### config.mk
export PLATFORM = sky130hd
export DESIGN_NAME = hazard_unit_md
export DESIGN_NICKNAME = d
export VERILOG_FILES = /design/src/rtl/hazard_unit_md.sv
export SDC_FILE = /design/constraint.sdc
export NUM_CORES = 1
export LEC_CHECK = 0
export BUFFER_PORTS_ARGS = -buffer_cell sky130_fd_sc_hd__buf_4
export CORE_MARGIN = 8
export CORE_UTILIZATION = 35
export CTS_CLUSTER_DIAMETER = 150
export DETAILED_ROUTE_END_ITERATION = 7
export PLACE_DENSITY_LB_ADDON = 0.15
export SLEW_MARGIN = 20
export SYNTH_ARGS = -nofsm -noshare
export SYNTH_HDL_FRONTEND = slang
export SYNTH_SLANG_ARGS = --single-unit
### constraint.sdc
create_clock -name clk -period 3.8 [get_ports clk]
set_clock_uncertainty 0.1 [all_clocks]
set_input_delay 1.14 -clock clk [delete_from_list [all_inputs] [get_ports clk]]
set_output_delay 1.14 -clock clk [all_outputs]
set_load 0.01 [all_outputs]
### src/rtl/hazard_unit_md.sv
// hazard_unit_md: hazard controller for the 5-stage cached RV32 pipeline,
// with a sequencer and scoreboard for one non-pipelined multi-cycle mul/div unit.
//
// Ports
//   clk, rst_n                 clock, async active-low reset
//   Rs1D_i/Rs2D_i/RdD_i        decode-stage source/destination registers
//   RegWriteD_i, MdOpD_i       decode writes RdD / decode op is mul/div
//   Rs1E_i/Rs2E_i/RdE_i        execute-stage registers
//   ResultSrcE_i               01 = load in execute
//   PCSrcE_i                   non-zero = taken redirect
//   MdStartE_i, MdDivE_i       mul/div issue in execute, div latency select
//   RdM_i/RegWriteM_i          memory-stage destination
//   RdW_i/RegWriteW_i          writeback-stage destination
//   CacheStall_i               data cache miss
//   ForwardAE_o/ForwardBE_o    00 regfile, 10 M, 01 W
//   Stall*_o, Flush*_o         pipeline stall / flush controls
//   MdBusy_o, MdWbValid_o      sequencer busy, md result write this cycle
//   MdRd_o                     pending md destination (0 when idle)
//   MdOverrun_o                sticky: md op issued while the unit was busy
//   StallCycles_o              saturating count of StallFetch cycles
//
// Sequencer states
//   state  | meaning
//   IDLE   | no md op in flight
//   RUN    | md op executing, cnt counts down to 0 (LAT cycles total)
//   DONE   | result ready, written on first cycle without CacheStall

module hazard_unit_md #(
  parameter int REG_AW      = 5,
  parameter int MUL_LATENCY = 3,
  parameter int DIV_LATENCY = 33,
  parameter int CNT_W       = 32
) (
  input  logic              clk,
  input  logic              rst_n,
  input  logic [REG_AW-1:0] Rs1D_i,
  input  logic [REG_AW-1:0] Rs2D_i,
  input  logic [REG_AW-1:0] RdD_i,
  input  logic              RegWriteD_i,
  input  logic              MdOpD_i,
  input  logic [REG_AW-1:0] Rs1E_i,
  input  logic [REG_AW-1:0] Rs2E_i,
  input  logic [REG_AW-1:0] RdE_i,
  input  logic [1:0]        ResultSrcE_i,
  input  logic [1:0]        PCSrcE_i,
  input  logic              MdStartE_i,
  input  logic              MdDivE_i,
  input  logic [REG_AW-1:0] RdM_i,
  input  logic [REG_AW-1:0] RdW_i,
  input  logic              RegWriteM_i,
  input  logic              RegWriteW_i,
  input  logic              CacheStall_i,
  output logic [1:0]        ForwardAE_o,
  output logic [1:0]        ForwardBE_o,
  output logic              StallFetch_o,
  output logic              StallDecode_o,
  output logic              StallExecute_o,
  output logic              StallMemory_o,
  output logic              FlushDecode_o,
  output logic              FlushExecute_o,
  output logic              FlushWriteback_o,
  output logic              MdBusy_o,
  output logic              MdWbValid_o,
  output logic [REG_AW-1:0] MdRd_o,
  output logic              MdOverrun_o,
  output logic [CNT_W-1:0]  StallCycles_o
);

  localparam int LAT_MAX = (DIV_LATENCY > MUL_LATENCY) ? DIV_LATENCY : MUL_LATENCY;
  localparam int CW      = (LAT_MAX > 1) ? $clog2(LAT_MAX) : 1;
  localparam logic [CW-1:0] MUL_LD = CW'(MUL_LATENCY - 1);
  localparam logic [CW-1:0] DIV_LD = CW'(DIV_LATENCY - 1);

  typedef enum logic [1:0] {
    S_IDLE = 2'd0,
    S_RUN  = 2'd1,
    S_DONE = 2'd2
  } md_state_e;

  md_state_e         state_q, state_d;
  logic [CW-1:0]     cnt_q, cnt_d;
  logic [REG_AW-1:0] pend_rd_q, pend_rd_d;
  logic              overrun_q, overrun_d;
  logic [CNT_W-1:0]  stall_cnt_q, stall_cnt_d;

  logic accept;
  logic busy;
  logic load_use;
  logic md_hazard;
  logic pend_live;

  // Forwarding: x0 never forwards, M beats W.
  function automatic logic [1:0] fwd_sel(input logic [REG_AW-1:0] src);
    logic [1:0] sel;
    sel = 2'b00;
    if (src != '0) begin
      if (RegWriteM_i && (src == RdM_i))      sel = 2'b10;
      else if (RegWriteW_i && (src == RdW_i)) sel = 2'b01;
    end
    return sel;
  endfunction

  assign ForwardAE_o = fwd_sel(Rs1E_i);
  assign ForwardBE_o = fwd_sel(Rs2E_i);

  // Sequencer
  assign accept = MdStartE_i & ~CacheStall_i;
  assign busy   = (state_q != S_IDLE);

  always_comb begin
    state_d   = state_q;
    cnt_d     = cnt_q;
    pend_rd_d = pend_rd_q;
    // A second issue while busy is dropped, only flagged.
    overrun_d = overrun_q | (accept & busy);
    case (state_q)
      S_IDLE: begin
        if (accept) begin
          state_d   = S_RUN;
          cnt_d     = MdDivE_i ? DIV_LD : MUL_LD;
          pend_rd_d = RdE_i;
        end
      end
      S_RUN: begin
        // Counter ignores CacheStall: the md unit is not part of the frozen pipe.
        if (cnt_q == '0) state_d = S_DONE;
        else             cnt_d   = cnt_q - CW'(1);
      end
      S_DONE: begin
        if (!CacheStall_i) state_d = S_IDLE;
      end
      default: state_d = S_IDLE;
    endcase
  end

  always_ff @(posedge clk or negedge rst_n) begin
    if (!rst_n) begin
      state_q     <= S_IDLE;
      cnt_q       <= '0;
      pend_rd_q   <= '0;
      overrun_q   <= 1'b0;
      stall_cnt_q <= '0;
    end else begin
      state_q     <= state_d;
      cnt_q       <= cnt_d;
      pend_rd_q   <= pend_rd_d;
      overrun_q   <= overrun_d;
      stall_cnt_q <= stall_cnt_d;
    end
  end

  assign MdBusy_o    = busy;
  assign MdWbValid_o = (state_q == S_DONE) & ~CacheStall_i;
  assign MdRd_o      = busy ? pend_rd_q : '0;
  assign MdOverrun_o = overrun_q;

  // Hazard detection
  assign load_use = (ResultSrcE_i == 2'b01) && (RdE_i != '0) &&
                    ((RdE_i == Rs1D_i) || (RdE_i == Rs2D_i));

  assign pend_live = busy && (pend_rd_q != '0);

  assign md_hazard =
      (pend_live && ((pend_rd_q == Rs1D_i) || (pend_rd_q == Rs2D_i))) ||
      (pend_live && RegWriteD_i && (RdD_i == pend_rd_q)) ||
      (MdStartE_i && (RdE_i != '0) && ((RdE_i == Rs1D_i) || (RdE_i == Rs2D_i))) ||
      (MdOpD_i && (busy || MdStartE_i));

  always_comb begin
    StallFetch_o     = 1'b0;
    StallDecode_o    = 1'b0;
    StallExecute_o   = 1'b0;
    StallMemory_o    = 1'b0;
    FlushDecode_o    = 1'b0;
    FlushExecute_o   = 1'b0;
    FlushWriteback_o = 1'b0;
    if (CacheStall_i) begin
      StallFetch_o     = 1'b1;
      StallDecode_o    = 1'b1;
      StallExecute_o   = 1'b1;
      StallMemory_o    = 1'b1;
      FlushWriteback_o = 1'b1;
    end else if (load_use || md_hazard) begin
      StallFetch_o   = 1'b1;
      StallDecode_o  = 1'b1;
      FlushExecute_o = 1'b1;
    end else if (PCSrcE_i != 2'b00) begin
      FlushDecode_o  = 1'b1;
      FlushExecute_o = 1'b1;
    end
  end

  // Stall-cycle counter holds at all-ones rather than wrapping.
  always_comb begin
    stall_cnt_d = stall_cnt_q;
    if (StallFetch_o && (stall_cnt_q != '1)) stall_cnt_d = stall_cnt_q + CNT_W'(1);
  end

  assign StallCycles_o = stall_cnt_q;

endmodule

-- Word-level counts from Yosys, hierarchy flattened
Index checks and enable logic that the tools add are counted.
- bits in registers: 46
- bits in latches: 0
- memory bits (writable): 0
- bits in read-only memories: 0
- bits of input ports: 53
- output and inout port bits: 51
- memories kept: 0
- add/sub/neg operators: 2
- multipliers: 0
- div/mod/pow operators: 0
- order comparisons: 0
- equality and inequality tests: 17
- shifts and indexed selects: 0
- mux-type cells: 23
- bitwise gates (word level): 5
- reductions and logical operators: 33
- operators with widths (kind ; number):
    $eq A5 B5 Y1 ; 9
    $add A32 B1 Y32 const B ; 1
    $ne A32 B32 Y1 const B ; 1
    $reduce_bool A5 Y1 ; 4
    $mux W6 ; 3
    $logic_and A1 B1 Y1 ; 14
    $mux W2 ; 7
    $pmux W6 S2 ; 1
    $mux W1 ; 10
    $ne A2 B2 Y1 const B ; 4
    $logic_or A1 B1 Y1 ; 7
    $logic_not A6 Y1 ; 1
    $pmux W2 S3 ; 1
    $reduce_and A3 Y1 ; 2
    $reduce_bool A2 Y1 ; 3
    $sub A6 B1 Y6 const B ; 1
    $mux W5 ; 1
    $eq A2 B1 Y1 const B ; 2
    $and A1 B1 Y1 ; 3
    $eq A2 B2 Y1 const B ; 1
    $logic_not A2 Y1 ; 1
    $reduce_and A2 Y1 ; 1
    $not A1 Y1 ; 1
    $or A1 B1 Y1 ; 1

-- Depth between registers and ports, before layout
Gate-level depths: netlist of run 1.
- depth after elaboration: 11
- mapped depth: 9
- depth with buffers taken out: 8

-- Least setup slack after synthesis of run 1
No wires, ideal clock.
- kind: input -> output
- from: input port RdE_i[1]
- to: output port FlushDecode_o
- arrival: 2480 ps
- setup slack: 80 ps
- stages on the path: 5
- path buffers: 1
- path through: or4_1 -> o221ai_2 -> o2111ai_4 -> buf_6 -> nor2_1
- cells in the longest elaborated chain, start to end: 8
- ends and longest elaborated chain (element ; RTL line ; RTL):
    start: declaration ; 43 ; input logic [REG_AW-1:0] RdE_i,
    $eq A5 B5 Y1 or $reduce_bool A5 Y1 (tied branches) ; 159, 166, 158 ;
    $logic_or A1 B1 Y1 or $logic_and A1 B1 Y1 (tied branches) ; 159, 166 ;
    $logic_and A1 B1 Y1 ; 166 ; (MdStartE_i && (RdE_i != '0) && ((RdE_i == Rs1D_i) || (RdE_i == Rs2D_i))) ||
    $logic_or A1 B1 Y1 ; 165 ; (pend_live && RegWriteD_i && (RdD_i == pend_rd_q)) ||
    $logic_or A1 B1 Y1 ; 166 ;
    $logic_or A1 B1 Y1 * ; 183 ; end else if (load_use || md_hazard) begin
    $mux W1 * ; 183 ;
    $mux W1 * ; 177 ; if (CacheStall_i) begin
    end: declaration ; 59 ; output logic FlushDecode_o,
Every way passes the cells marked *; elsewhere a longest branch is shown, timed or not.

-- Worst setup path in the final report of run 1
Same ends and word-level chain as after synthesis.

==> qor.yml, run 1 <==
status: "finished, final reports clean"
drv_slew: 0
yosys_register_bits: 46
htree_levels: 2
fin_setup_tns_ns: 0
clk_latency_ns: 0.30
drt-pass1-iter-count: 4
tritoncts: "built"
r2r_slack_ns: 1.08
yosysWarningCount: 0
slew_headroom_pct: 58.6
drc_errors: 0
crit_type: "in -> out"
yosys-top-cells-area: "dfrtp_1, xnor2_1, xor2_1"
whs_path_depth: 1
worst_hold_path_type: "reg -> reg"
ant_nets: 0
p_int_w: 0.00117
synth_enable_flop_cells: 0
syn-num-nets: 352
combPwrFrac_pct: 40.4
holdBufCountCts: 0
grt_pass1_wl_mm: 12.7
rsz0062_at_grt: "no"
arrival_ns: 2.49
yosysSeqAreaShare_pct: 38.9
rr_startpoint: "StallCycles_o[0]"
final_common_cell: "buf_4"
syn_area_um2: 2960
layout-area-overhead-vs-synth_pct: 33.4
via_per_inst: 4.89
worst_hold_startpoint: "MdOverrun_o"
core_um2: 8220
place.gp.congestion: 0.823
grt_max_degree: 47
wirelength_mm: 7.75
synth_cells: 296
nNetsFinal: 453
synth.distinct_cells: 46
cp_max_fo: 4
hpwlAfterDp_mm: 6.04
path_clk_slew_ns: 0.08
synthFlopType: "dfrtp_1"
cp-end-kind: "output port"
pin_count: 104
hold_path_end: "MdOverrun_o"
cts-buffers-inserted: 5
final_cell_mix: "buf_4, xnor2_1, dfrtp_1, nand3_1, xor2_1"
port_buffers: 103
startpoint_type: "primary input"
postSynthAreaPerCell_um2: 10.0
wl_per_cell_um: 15.4
drive_gt1_share_pct: 34.7
drtIter0Drc: 47
power_per_cell_area_nw_per_um2: 464
fp-row-count: 33
diodes: 0
vias: 2460
start_util_pct: 36.0
timing.rr.end: "StallCycles_o[1]"
pwr-share-seq_pct: 40.6
die_y_um: 108
whs_ns: 0.400
required_ns: 2.56
worst_pin_slew_ns: 0.616
drv_cap: 0
leakage_nw: 1.78
antenna_found_initial: 0
finalHoldViolations: 0
die_w_um: 108
synth_top_area_share_pct: 38.9
cts.path.max_buffers: 2
timing.fmax_mhz: 268
p_sw_w: 0.000660
sw_frac_of_total_pct: 36.0
fillers: 792
finalCriticalPeriod_ns: 3.73
min_period_over_period_pct: 98.2
grt_pass1_vias: 2567
setup_violations: 0
clkSinkCount: 46
power_frac_clock_pct: 19.0
die-area_um2: 11700
grtUsageTotal_pct: 13.4
root_buffer: "clkbuf_8"
r2r.worst_path.cells: 8
gr-total-overflow: 0
synth_async_sr_flop_share_pct: 100
post-synth-top-area-cell: "dfrtp_1"
ir_drop_mv: 0.289
[how the worst max path moves through the flow]
stage	start	endpoint	slack [ns]
3_3_place_gp	RdE_i[1]	FlushDecode_o	0.03
2_1_floorplan	RdE_i[1]	FlushDecode_o	0.08
3_5_place_dp	RdE_i[1]	FlushDecode_o	0.02
4_1_cts	RdE_i[1]	FlushDecode_o	0.007
6_report	RdE_i[1]	FlushDecode_o	0.07
5_1_grt	RdE_i[1]	FlushDecode_o	0.006
[power groups by stage]
stage	logic [W]	clock network (W)	registers [W]
6_report	0.000741	0.000348	0.000744
3_3_place_gp	0.000728	0	0.000756
3_5_place_dp	0.000738	0	0.000756
2_1_floorplan	0.000530	0	0.000696
4_1_cts	0.000740	0.000361	0.000748
5_1_grt	0.000832	0.000386	0.000761
[critical path: stages]
cell,delay (ns)
buf_4,0.11
or4_4,0.56
o221ai_4,0.24
o2111ai_4,0.17
nor2_1,0.13
buf_4,0.13
[routing by layer]
metal	global-route usage (%)	share of wire [%]	vias to the layer above
li1	-	-	1231
met1	17.4	46	1166
met2	21.7	48	59
met3	3.75	6.0	4
met4	2.48	0.54	0
met5	0	0	-
[stage by stage]
| stage | total power [W] | util (%) | cells | setup WS [ns] | area, um2 |
|---|---|---|---|---|---|
| 2_1_floorplan | 0.00123 | - | 296 | 0.0803 | 2960 |
| 3_3_place_gp | 0.00148 | 46.1 | 494 | 0.0255 | 3790 |
| 3_5_place_dp | 0.00149 | 46.1 | 494 | 0.0186 | 3790 |
| 4_1_cts | 0.00185 | 47.4 | 502 | 0.00654 | 3900 |
| 5_1_grt | 0.00198 | 48.1 | 503 | 0.00564 | 3950 |
| 6_report | 0.00183 | 48.1 | 503 | 0.0677 | 3950 |
[flip-flops by register name, indices dropped and copies added (netlist names)]
register,flops
StallCycles_o,32
MdOverrun_o,1
state_q,2
cnt_q,6
pend_rd_q,5
[cell type report]
cell class | count | area, um2 | share of cell area, %
Inverter | 4 | 15.0 | 0.380
Clock buffer | 8 | 110 | 2.79
Sequential cell | 46 | 1150 | 29.1
Multi-Input combinational cell | 232 | 1730 | 43.7
Tap cell | 105 | 131 | 3.33
Timing Repair Buffer | 108 | 815 | 20.6
[timing repair]
| item | in CTS | in global routing |
|---|---|---|
| buffers inserted | 0 | 1 |
| resized for setup | 0 | 8 |
| endpoints found under the setup margin | 0 | 2 |
[synthesized netlist by cell type, drive strengths merged (2+ instances only)]
| cell | instances |
|---|---|
| buf | 13 |
| or4 | 3 |
| dfrtp | 46 |
| xnor2 | 59 |
| and4 | 4 |
| nor2 | 15 |
| nand3 | 22 |
| ha | 3 |
| nor3 | 13 |
| nand3b | 2 |
| nand4 | 14 |
| nand2 | 18 |
| nand2b | 3 |
| o22ai | 2 |
| nand4b | 2 |
| nor3b | 2 |
| and2 | 5 |
| xor2 | 20 |
| nor4b | 2 |
| nor4 | 6 |
| mux2i | 2 |
| mux2 | 6 |
| inv | 4 |
| o21ai | 5 |
| or2 | 2 |
| and3 | 15 |
[logic make-up (layout without fill, tap and decap cells)]
group / after synthesis / count (layout) / synth area share, %
adder cells (fa/ha/maj): 3 / 3 / 1.27
XOR/XNOR: 79 / 79 / 23.4
buffers and inverters: 18 / 120 / 4.22
flip-flops: 46 / 46 / 38.9
multiplexers: 8 / 8 / 2.96
AO/OA/AOI/OAI: 13 / 13 / 3.68
AND/OR/NAND/NOR: 129 / 129 / 25.6
Power figures use the tool's default switching activity.
==> run 2: changes to the inputs <==
--- a/config.mk
+++ b/config.mk
@@ -6,7 +6,6 @@
 export NUM_CORES = 1
 export LEC_CHECK = 0
 export BUFFER_PORTS_ARGS = -buffer_cell sky130_fd_sc_hd__buf_4
-export CORE_MARGIN = 8
 export CORE_UTILIZATION = 35
 export CTS_CLUSTER_DIAMETER = 150
 export DETAILED_ROUTE_END_ITERATION = 7
==> run 2 against run 1 <==
Net effect: the flow now finishes with violations (design-rule violations); global-route usage increased by 3.3 points; sequential share of layout area increased by 0.41 points; register-to-register slack improved by 0.07 ns; final cell count decreased by 0.20%; critical path depth unchanged; worst hold slack got worse by 0.022 ns; count of clock-buffer cells in the layout decreased by 3; power decreased by 4.0%; worst setup slack got worse by 0.030 ns; clock power decreased by 18%; first-iteration DRC count increased by 28%; routed wire length decreased by 8.3%; critical endpoint unchanged; highest routed layer unchanged.
==> qor.yml, run 2 (synthesized netlist as in run 1, its figures left out) <==
cts-buffers-inserted: 5  # unchanged
sw_frac_of_total_pct: 37.0  # +1.0 points
path_clk_slew_ns: 0.09  # about the same
place.gp.congestion: 0.752  # -8.7%
post_cts_buffers: 0  # unchanged
fillers: 798  # +0.76%
min_period_over_period_pct: 99.0  # +0.78 points
arrival_ns: 2.52  # +0.03 ns
rsz0062_at_grt: "yes"
grtUsageTotal_pct: 16.7  # +3.3 points
worst_pin_slew_ns: 0.625  # +0.00940 ns
p_int_w: 0.00111  # -5.6%
via_per_inst: 4.93  # +0.85%
grt_max_degree: 47  # unchanged
tritoncts: "built"
pin_count: 104  # unchanged
antenna_found_initial: 0  # unchanged
drc_errors: 2  # +2
ir_drop_mv: 0.265  # -8.3%
finalCriticalPeriod_ns: 3.76  # +0.0296 ns
drt-pass1-iter-count: 6  # +2
wirelength_mm: 7.11  # -8.3%
largest_reg_flops: 32  # unchanged
power_frac_clock_pct: 16.2  # -2.8 points
holdBufCountCts: 0  # unchanged
combPwrFrac_pct: 41.5  # +1.1 points
layout-area-overhead-vs-synth_pct: 31.5
htree_levels: 2  # unchanged
timing.fmax_mhz: 266  # -0.79%
cp-end-kind: "output port"
start_util_pct: 36.0  # unchanged
drive_gt1_share_pct: 34.5  # -0.16 points
status: "finished with violations"
diodes: 0  # unchanged
power_per_cell_area_nw_per_um2: 451  # -2.7%
whs_path_depth: 1  # unchanged
vias: 2476  # +0.65%
pwr-share-seq_pct: 42.3  # +1.7 points
die-area_um2: 8830  # -24%
die_w_um: 94.0  # -13%
ant_nets: 0  # unchanged
required_ns: 2.56  # about the same
cts_resized: 0  # unchanged
grt_pass1_wl_mm: 11.6  # -8.3%
fp-row-count: 33  # unchanged
violations: "design-rule violations"
dpl_cell_area_um2: 3790  # +0.20%
clk_latency_ns: 0.29  # about the same
grt_pass1_vias: 2394  # -6.7%
root_buffer: "clkbuf_8"
wl_per_cell_um: 14.2  # -8.1%
final_common_cell: "buf_4"
clkSinkCount: 46  # unchanged
fin_area_um2: 3890  # -1.4%
final_cell_mix: "buf_4, xnor2_1, dfrtp_1, nand3_1, xor2_1"
setup_violations: 0  # unchanged
cp_max_fo: 4  # unchanged
startpoint_type: "primary input"
worst_hold_path_type: "reg -> reg"
leakage_nw: 1.76  # -1.0%
hpwlAfterDp_mm: 5.41  # -10%
finalHoldViolations: 0  # unchanged
drtIter0Drc: 60  # +28%
crit_type: "in -> out"
cts.path.max_buffers: 2  # unchanged
p_sw_w: 0.000651  # -1.3%
drv_cap: 0  # unchanged
gr-total-overflow: 0  # unchanged
core_um2: 8220  # unchanged
slew_headroom_pct: 58.0  # -0.63 points
nNetsFinal: 453  # unchanged
r2r.worst_path.cells: 8  # unchanged
drv_slew: 0  # unchanged
die_y_um: 94.0  # -13%
port_buffers: 103  # unchanged
fin_setup_tns_ns: 0  # unchanged
## run 2: changes by cell type in the layout (fill, tap and decap cells not counted), sizes merged
cell,change
clkbuf,-3
clkinv,+2
## run 2: power groups by stage
| stage | combinational, W | sequential, W | clock, W |
|---|---|---|---|
| 2_1_floorplan | 0.000530 | 0.000696 | 0 |
| 3_3_place_gp | 0.000723 | 0.000754 | 0 |
| 3_5_place_dp | 0.000734 | 0.000758 | 0 |
| 4_1_cts | 0.000737 | 0.000749 | 0.000297 |
| 5_1_grt | 0.000820 | 0.000768 | 0.000316 |
| 6_report | 0.000730 | 0.000744 | 0.000284 |
## run 2: area by class of cell
type                            count  area [um2]  area share [%]
Timing Repair Buffer              108         811            20.8
Multi-Input combinational cell    232        1710            43.8
Inverter                            4        15.0           0.385
Clock buffer                        5        68.8            1.77
Tap cell                          105         131            3.37
Sequential cell                    46        1150            29.6
Clock inverter                      2        10.0           0.257
## run 2: through the flow
stage | hold WS [ns] | std cells | utilization, % | total power (W) | worst slack (ns)
floorplan | 0.374 | 296 | - | 0.00123 | 0.0803
global placement | 0.361 | 495 | 46.2 | 0.00148 | 0.0239
detailed placement | 0.361 | 495 | 46.2 | 0.00149 | 0.0114
CTS | 0.382 | 502 | 47.1 | 0.00178 | 0.00966
global route | 0.411 | 502 | 47.4 | 0.00190 | -0.0251
finish | 0.378 | 502 | 47.4 | 0.00176 | 0.0381
## run 2: per-layer routing
layer,track usage (%),up-vias,share of wire [%]
met1,22.5,1186,47
met5,0,-,0
li1,-,1227,-
met2,27.7,61,48
met4,2.95,0,0.37
met3,3.48,2,4.9
## run 2: final timing paths
check                               endpoint             start  slack [ns]
hold reg to reg                  MdOverrun_o       MdOverrun_o        0.38
max in group asynchronous  StallCycles_o[31]             rst_n        2.46
setup / recovery               FlushDecode_o          RdE_i[1]        0.04
setup reg to reg            StallCycles_o[1]  StallCycles_o[0]        1.15
min in group asynchronous        MdOverrun_o             rst_n        0.74
hold / removal                   MdOverrun_o       MdOverrun_o        0.38
## run 2: critical path: stages
cell and delay [ns]:
buf_4 0.11, or4_4 0.54, o221ai_2 0.27, o2111ai_4 0.19
nor2_1 0.15, buf_4 0.13
==> run 3: changes to the inputs <==
--- a/config.mk
+++ b/config.mk
@@ -5,6 +5,7 @@
 export SDC_FILE = /design/constraint.sdc
 export NUM_CORES = 1
 export LEC_CHECK = 0
+export ABC_AREA = 1
 export BUFFER_PORTS_ARGS = -buffer_cell sky130_fd_sc_hd__buf_4
 export CORE_UTILIZATION = 35
 export CTS_CLUSTER_DIAMETER = 150
==> run 3 against run 2 <==
Net effect: the flow now finishes without violations; first-iteration DRC count increased to 2.9 times the previous value; non-clock buffer count decreased by 2; flip-flop and latch count unchanged; count of clock-buffer cells in the layout increased by 1; global-route usage increased by 3.5 points; sequential share of layout area decreased by 4.3 points; routed wire length increased by 43%; core utilization decreased by 1.1 points; combinational power increased by 12%; sequential power decreased by 4.8%; clock power increased by 34%; final area increased by 17%; critical path type unchanged.
==> qor.yml, run 3 <==
status: "finished, final reports clean"
port_buffers: 103  # unchanged
ir_drop_mv: 0.159  # -40%
final_common_cell: "nand2_1"
path_clk_slew_ns: 0.09  # about the same
syn_area_um2: 3570  # +21%
gr-total-overflow: 0  # unchanged
synthFlopType: "dfrtp_1"
timing.fmax_mhz: 279  # +5.0%
synth_enable_flop_cells: 0  # unchanged
finalHoldViolations: 0  # unchanged
wl_per_cell_um: 13.1  # -7.6%
worst_pin_slew_ns: 0.613  # -0.0127 ns
layout-area-overhead-vs-synth_pct: 27.4
arrival_ns: 2.34  # -0.18 ns
via_per_inst: 4.78  # -3.0%
grt_pass1_wl_mm: 16.8  # +45%
dpl_cell_area_um2: 4430  # +17%
fillers: 1046  # +31%
wirelength_mm: 10.2  # +43%
cts.path.max_buffers: 2  # unchanged
post_cts_buffers: 0  # unchanged
r2r.worst_path.cells: 11  # +3
synth_async_sr_flop_share_pct: 100  # unchanged
root_buffer: "clkbuf_8"
synth.distinct_cells: 33  # -28%
diodes: 0  # unchanged
antenna_found_initial: 0  # unchanged
yosysWarningCount: 0  # unchanged
fin_area_um2: 4550  # +17%
drv_cap: 0  # unchanged
final_cell_mix: "nand2_1, buf_4, inv_1, nor2_1, nand3_1"
tritoncts: "built"
nNetsFinal: 699  # +54%
drtIter0Drc: 171  # +190%
clkSinkCount: 46  # unchanged
yosysSeqAreaShare_pct: 32.2  # -6.6 points
place.gp.congestion: 0.845  # +12%
synth.most_common_cell: "nand2_1"
syn-num-nets: 600  # +70%
vias: 3712  # +50%
fin_setup_tns_ns: 0  # unchanged
yosys_register_bits: 46  # unchanged
hpwlAfterDp_mm: 7.91  # +46%
worst_hold_path_type: "reg -> reg"
min_period_over_period_pct: 94.2  # -4.8 points
ant_nets: 0  # unchanged
required_ns: 2.56  # about the same
synth_top_area_share_pct: 32.2  # -6.6 points
core_um2: 9820  # +20%
cp_slowest_stage_delay_ns: 0.21  # -0.33 ns
synthTopCellsByCount: "nand2_1, inv_1, nor2_1"
cp-end-kind: "output port"
die-area_um2: 10600  # +20%
dp_cells: 769  # +55%
htree_levels: 2  # unchanged
setup_violations: 0  # unchanged
grt_pass1_vias: 3631  # +52%
grt_max_degree: 47  # unchanged
fp-row-count: 36  # +9.1%
die_y_um: 103  # +9.6%
rsz0062_at_grt: "no"
largest_reg_flops: 32  # unchanged
path_cells: "buf_4, inv_1, nand2_1, nand2_1, nor2_1, nand3_1, nand2_1, a21oi_1, nand3_2, a21oi_2, buf_4"
finalCriticalPeriod_ns: 3.58  # -0.181 ns
synth_cells: 544  # +84%
start_util_pct: 36.4  # +0.32 points
pin_count: 104  # unchanged
die_w_um: 103  # +9.6%
drc_errors: 0  # -2
post-synth-top-area-cell: "dfrtp_1"
leakage_nw: 2.44  # +38%
cp_max_fo: 5  # +1
drv_slew: 0  # unchanged
whs_path_depth: 1  # unchanged
crit_type: "in -> out"
cp_common_cell: "nand2_1"
drt-pass1-iter-count: 4  # -2
drive_gt1_share_pct: 19.6  # -15 points
postSynthAreaPerCell_um2: 6.56  # -34%
slew_headroom_pct: 59.0  # +1.1 points
cts-buffers-inserted: 5  # unchanged
startpoint_type: "primary input"
grtUsageTotal_pct: 20.1  # +3.5 points
clk_latency_ns: 0.30  # about the same
final_cells: 776  # +55%
yosys-top-cells-area: "dfrtp_1, nand2_1, inv_1"
slowest_stage: "a21oi_1"
power_per_cell_area_nw_per_um2: 418  # -7.4%
run 3: power by group:
group / total [W] / internal, W / switching [W] / leakage (nW)
Combinational: 0.000815 / 0.000339 / 0.000475 / 1.78
Sequential: 0.000708 / 0.000587 / 0.000121 / 0.606
Clock: 0.000380 / 0.000211 / 0.000169 / 0.0573
run 3: per-stage QoR:
| step | worst slack, ns | utilization [%] | hold slack (ns) | total power [W] |
|---|---|---|---|---|
| final | 0.219 | 46.3 | 0.386 | 0.00190 |
| after global routing | 0.0392 | 46.3 | 0.436 | 0.00207 |
| after CTS | 0.152 | 46.3 | 0.390 | 0.00192 |
| after detailed placement | 0.170 | 45.2 | 0.365 | 0.00153 |
| after global placement | 0.229 | 45.2 | 0.367 | 0.00152 |
| after floorplan | 0.301 | - | 0.356 | 0.00122 |
run 3: layout make-up:
cell class | instances | area, um2 | share of cell area [%]
well taps | 133 | 166 | 3.66
clock buffers | 6 | 82.6 | 1.81
repair buffers | 106 | 796 | 17.5
multi-input cells | 409 | 2040 | 44.9
flip-flops and latches | 46 | 1150 | 25.3
clock inverters | 1 | 30.0 | 0.660
inverters | 75 | 282 | 6.19
run 3: logic make-up (layout without fill, tap and decap cells):
logic type      count (synthesis)  in the layout  synth area share, %
simple gates                  326            326                 39.3
buf+inv                        89            188                 10.7
flops                          46             46                 32.2
xor+xnor                       43             43                 10.5
compound gates                 37             37                 6.24
fa+ha+maj                       3              3                 1.05
run 3: repair_timing:
item | in CTS | in global routing
hold buffers | 0 | 0
resized for setup | 0 | 1
endpoints found under the setup margin | 0 | 1
run 3: final timing paths:
path	start	end	slack, ns
setup / recovery	RdE_i[4]	FlushDecode_o	0.22
min in group asynchronous	rst_n	MdOverrun_o	0.73
hold / removal	MdOverrun_o	MdOverrun_o	0.39
setup reg to reg	StallCycles_o[1]	StallCycles_o[20]	1.15
hold reg to reg	MdOverrun_o	MdOverrun_o	0.39
max in group asynchronous	rst_n	StallCycles_o[31]	2.44
run 3: metal layers:
layer | wire, um | track usage [%] | vias to the layer above
met2 | 4880 | 35.9 | 97
met3 | 478 | 2.92 | 13
li1 | - | - | 1929
met1 | 4640 | 25.5 | 1673
met5 | 0 | 0 | -
met4 | 153 | 4.98 | 0
run 3: worst max-delay path, delay by kind of cell:
kind | cells | cell delay (ns)
buf+inv | 3 | 0.36
compound gates | 2 | 0.39
simple gates | 6 | 0.46
